`config.mk`:
```
export PLATFORM = sky130hd
export DESIGN_NAME = if_fetch_unit
export DESIGN_NICKNAME = d
export VERILOG_FILES = /design/src/rtl/if_fetch_unit.sv
export SDC_FILE = /design/constraint.sdc
export NUM_CORES = 1
export LEC_CHECK = 0
export ABC_AREA = 1
export BUFFER_PORTS_ARGS = -buffer_cell sky130_fd_sc_hd__buf_4
export CAP_MARGIN = 20
export CORE_MARGIN = 5
export CORE_UTILIZATION = 50
export DETAILED_ROUTE_END_ITERATION = 7
export GPL_TIMING_DRIVEN = 0
export PLACE_DENSITY = 0.74
export SLEW_MARGIN = 20
export SYNTH_ARGS = -nofsm -noshare
export SYNTH_HDL_FRONTEND = slang
export SYNTH_SLANG_ARGS = --single-unit
export TNS_END_PERCENT = 10
```
`constraint.sdc`:
```
create_clock -name clk -period 1.8 [get_ports clk]
set_clock_uncertainty 0.05 [all_clocks]
set_input_delay 0.54 -clock clk [delete_from_list [all_inputs] [get_ports clk]]
set_output_delay 0.54 -clock clk [all_outputs]
set_load 0.005 [all_outputs]
```
`src/rtl/if_fetch_unit.sv`:
```
// Instruction-fetch stage with IF/ID pipeline register: handshaked imem fetch, hazard freeze, branch flush.
// Optional build macro FETCH_PERF_EN adds saturating fetch/bubble performance counters.
module if_fetch_unit #(
  parameter logic [31:0] PC_RESET = 32'h0000_0000,
  parameter int          PC_STEP  = 4
) (
  input  logic        clk,
  input  logic        rst,
  input  logic        freeze,
  input  logic        branch_taken,
  input  logic [31:0] branch_address,
  output logic        imem_req,
  output logic [31:0] imem_addr,
  input  logic        imem_ready,
  input  logic [31:0] imem_rdata,
  output logic        flush_idex,
  output logic        if_valid,
  output logic [31:0] instruction,
  output logic [31:0] PC_out
`ifdef FETCH_PERF_EN
  ,
  output logic [31:0] perf_fetch_cnt,
  output logic [31:0] perf_bubble_cnt
`endif
);

  localparam logic [1:0] FETCH = 2'd0;
  localparam logic [1:0] DRAIN = 2'd1;
  localparam logic [1:0] HOLD  = 2'd2;

  localparam logic [31:0] PC_INC = 32'(PC_STEP);

  logic [1:0]  state;
  logic [31:0] pc;
  logic [31:0] pend_addr;
  logic [31:0] hold_word;

  logic        load_en;
  logic [31:0] load_word;
  logic        fetch_inc;
  logic        bubble_inc;

  assign imem_req   = !rst && (state != HOLD);
  assign imem_addr  = pc;
  assign flush_idex = branch_taken;

  // A word is available for IF/ID either straight from memory or from the freeze buffer.
  assign load_en    = ((state == FETCH) && imem_ready) || (state == HOLD);
  assign load_word  = (state == HOLD) ? hold_word : imem_rdata;
  assign fetch_inc  = !branch_taken && !freeze && load_en;
  assign bubble_inc = branch_taken || (!freeze && !load_en);

  // NOTE: all state uses non-blocking assignments so every register samples pre-edge values.
  always_ff @(posedge clk) begin
    if (rst) begin
      state     <= FETCH;
      pc        <= PC_RESET;
      pend_addr <= '0;
      hold_word <= '0;
    end else begin
      case (state)
        FETCH: begin
          if (branch_taken) begin
            if (imem_ready) begin
              pc <= branch_address;
            end else begin
              pend_addr <= branch_address;
              state     <= DRAIN;
            end
          end else if (imem_ready) begin
            if (freeze) begin
              hold_word <= imem_rdata;
              state     <= HOLD;
            end else begin
              pc <= pc + PC_INC;
            end
          end
        end
        DRAIN: begin
          // Stale data is discarded; a branch arriving on the completing cycle still wins.
          if (imem_ready) begin
            pc    <= branch_taken ? branch_address : pend_addr;
            state <= FETCH;
          end else if (branch_taken) begin
            pend_addr <= branch_address;
          end
        end
        HOLD: begin
          if (branch_taken) begin
            pc    <= branch_address;
            state <= FETCH;
          end else if (!freeze) begin
            pc    <= pc + PC_INC;
            state <= FETCH;
          end
        end
        default: state <= FETCH;
      endcase
    end
  end

  // IF/ID register: flush beats freeze, freeze beats load, otherwise insert a bubble.
  always_ff @(posedge clk) begin
    if (rst) begin
      if_valid    <= 1'b0;
      instruction <= '0;
      PC_out      <= '0;
    end else if (branch_taken) begin
      if_valid    <= 1'b0;
      instruction <= '0;
    end else if (freeze) begin
      if_valid    <= if_valid;
    end else if (load_en) begin
      if_valid    <= 1'b1;
      instruction <= load_word;
      PC_out      <= pc + PC_INC;
    end else begin
      if_valid    <= 1'b0;
      instruction <= '0;
    end
  end

`ifdef FETCH_PERF_EN
  always_ff @(posedge clk) begin
    if (rst) begin
      perf_fetch_cnt  <= '0;
      perf_bubble_cnt <= '0;
    end else begin
      if (fetch_inc && (perf_fetch_cnt != 32'hFFFF_FFFF))
        perf_fetch_cnt <= perf_fetch_cnt + 32'd1;
      if (bubble_inc && (perf_bubble_cnt != 32'hFFFF_FFFF))
        perf_bubble_cnt <= perf_bubble_cnt + 32'd1;
    end
  end
`else
  // Counter enables are left unconsumed when performance counting is not built in.
  logic unused_perf;
  assign unused_perf = fetch_inc ^ bubble_inc;
`endif

endmodule

```
==> out/qor.yml <==
grt:
  grt_pass1_wl_um: 40900
  grt_max_degree: 17
  grt_overflow: 0
  grt_pass1_vias: 7725
  antenna_found_initial: 0
  track_usage: 0.280
synthesis:
  synthFlopType: "dfxtp_1"
  syn-num-nets: 1260
  netlist_top_cells_area: "dfxtp_1, nand2_1, a21oi_1"
  yosys.area.top_type: "dfxtp_1"
  synth_top_cell_area_share: 0.407
  async_reset_ff_frac: 0
  ys_seq_elements: 163
  yosysMostFrequentCell: "nand2_1"
  synth-compound-area-share: 0.241
  ys_seq_area_frac: 0.407
  synth_xor_xnor_area_share: 0.0157
  synth_top_family_by_area: "compound AO/OA/AOI/OAI gates"
  synth-simple-area-share: 0.237
  synthesis.area_mm2: 0.00802
  synth_cell_types: 35
  synthAdderAreaFrac: 0.00156
  synthCells: 1190
  synth_commonest_cells: "nand2_1, a21oi_1, dfxtp_1, o21ai_0, inv_1"
  synth-warning-count: 0
  synthMuxAreaShare: 0
  syn_area_per_cell_um2: 6.74
  synth-edff-count: 0
setup_path:
  startpoint_type: "register"
  worst-path-max-fanout: 3
  cp.arrival_ps: 1220
  cp.required_ps: 1210
  rrSetupSlack_ps: 30
  critPathTopFamily: "flip-flops"
  end_kind: "output port"
  slowest_stage: "dfxtp_1"
  cpPeakStageDelay_ps: 370
  crit_chain: "inv_1 -> nor2_2 -> nor2_1 -> buf_4"
  crit_buf_inv: 2
  r2r-start: "imem_addr[3]"
  path_class: "reg -> out"
  ff2ff_path_depth: 10
  rr_endpoint: "imem_addr[14]"
clocking:
  clk_pin_slew_ps: 70
  cts_sinks: 163
  root_buffer: "clkbuf_16"
  tritoncts: "built"
  clock_path_buffers: 2
  h-tree-depth: 4
  clk_latency_ps: 430
  cts-buffers-inserted: 17
  ctsHoldBuffers: 0
timing:
  hold_viol: 0
  worst_slew_pin_slew_ps: 711
  fmaxAchievable_mhz: 551
  finalSetupViolCount: 1
  rsz0062_at_grt: "yes"
  fin_ws_ps: -13.4
  layout_min_cycle_time_ps: 1810
  timing.final.crit_share: 1.01
  maxSlewHeadroom: 0.526
  slew_violations: 0
pwr:
  ir_drop_mv: 0.701
  power.density_mw_per_mm2: 893
  power.leakage_nw: 4.52
cells_and_area:
  multi_input_area_mm2: 0.00404
  antenna_cells: 0
  nets: 1449
  seq_area_mm2: 0.00329
  n_fill_cell: 1453
  area_growth_pct: 28.4
  final_cells: 1608
  final_cell_area_mm2: 0.0103
  drive_above_1_share: 0.216
routing:
  wl_per_cell_um: 16.6
  firstDrtPassIters: 7
  vias_per_cell: 5.39
  drt_iter0_markers: 889
  drc: 0
  antenna_left: 0
  finalWirelength_um: 26800
  num_vias: 8673
flow_run:
  drv_cap: 0
placement:
  post-place-cells: 1571
  port_buffers: 165
  gp_congestion: 1.01
  dp_slack_ps: -386
  hpwl_um: 19800
  placed_area_mm2: 0.00953
status:
  violations: "negative setup slack"
  status: "complete, but fails checks"
floorplan:
  std_cell_rows: 46
  die_y_um: 137
  start_util: 0.507
  ios: 168
  core_area_mm2: 0.0158
  die-area_mm2: 0.0187
  die-width_um: 137
worst_hold_path:
  min_from: "branch_address[27]"
  min_to: "pend_addr[27]"
  whs_path_depth: 3
  hold_class: "in -> reg"
## area by class of cell
| class | instances | share of cell area |
|---|---|---|
| Buffer | 75 | 0.0370 |
| Clock buffer | 18 | 0.0416 |
| Clock inverter | 14 | 0.0185 |
| Inverter | 112 | 0.0412 |
| Multi-Input combinational cell | 840 | 0.392 |
| Sequential cell | 163 | 0.320 |
| Tap cell | 216 | 0.0262 |
| Timing Repair Buffer | 170 | 0.124 |
## state kept, by name, indices dropped and copies added (netlist names)
name,count
imem_addr,32
pend_addr,32
instruction,32
PC_out,32
state,2
if_valid,1
hold_word,32
## routing by layer
layer  GRT usage  vias to the layer above  routed length (um)
met2       0.430                      419               11900
met1       0.384                     3946               11500
met3      0.0548                       72                2400
met5           0                        -                   0
li1            -                     4236                   -
met4       0.122                        0                 969
## placed cells by master, fill, tap and decap left out, drive strengths merged
| cell | count |
|---|---|
| o21ai | 153 |
| ha | 1 |
| clkbuf | 67 |
| xor2 | 9 |
| nor3 | 2 |
| o211ai | 5 |
| nand2 | 349 |
| clkinv | 3 |
| o21bai | 11 |
| xnor2 | 2 |
| buf | 195 |
| inv | 118 |
| a221oi | 4 |
| dlymetal6s2s | 1 |
| dfxtp | 163 |
| clkinvlp | 2 |
| nand3b | 3 |
| and2 | 1 |
| nand3 | 20 |
| a21oi | 187 |
| bufinv | 3 |
| nand4 | 5 |
| a31oi | 10 |
| nor2 | 78 |
## worst max-delay path by stage
stage | from | to | slack (ps) | cells after the start
floorplan | branch_taken | imem_addr[22] | 170 | 8
global placement | rst | pend_addr[30] | -360 | 6
detailed placement | branch_taken | pend_addr[23] | -390 | 8
CTS | imem_addr[2] | imem_addr[12] | -20 | 10
global route | state[1] | imem_req | -60 | 4
finish | state[1] | imem_req | -10 | 4
## worst reg2reg max path: stages, from the launching register on
cell	delay [ps]
dfxtp_4	370
ha_4	150
nand2_4	60
nor2_4	200
nand2_4	140
nor2_4	190
xor2_2	260
nand2_1	80
nand2_1	60
nand2_1	50
a21oi_1	100
## cell families (layout without fill, tap and decap cells)
group,after synthesis,in the layout
xor+xnor,11,11
fa+ha+maj,1,1
compound gates,370,370
simple gates,458,458
flops,163,163
buf+inv,187,389
## what timing repair did
item / in CTS / in global routing
endpoints found under the setup margin: 16 / 77
pin swaps: 0 / 7
endpoints found under the hold margin: 0 / 0
resized for setup: 8 / 46
buffers inserted: 0 / 5
## through the flow
| step | TNS, ps | utilization | total power [mW] | hold slack, ps |
|---|---|---|---|---|
| floorplan | 0 | - | 4.74 | 375 |
| global placement | -26900 | 0.602 | 5.32 | 384 |
| detailed placement | -29400 | 0.602 | 5.34 | 390 |
| CTS | -29.8 | 0.643 | 9.15 | 343 |
| global route | -240 | 0.651 | 9.54 | 366 |
| finish | -13.4 | 0.651 | 9.21 | 349 |
## report_power, final
group	leakage [nW]	internal [mW]	switching (mW)
Combinational	2.88	0.548	0.795
Sequential	1.34	3.82	0.174
Clock	0.300	2.23	1.64
Note: power is estimated with default switching activity, not from simulation.
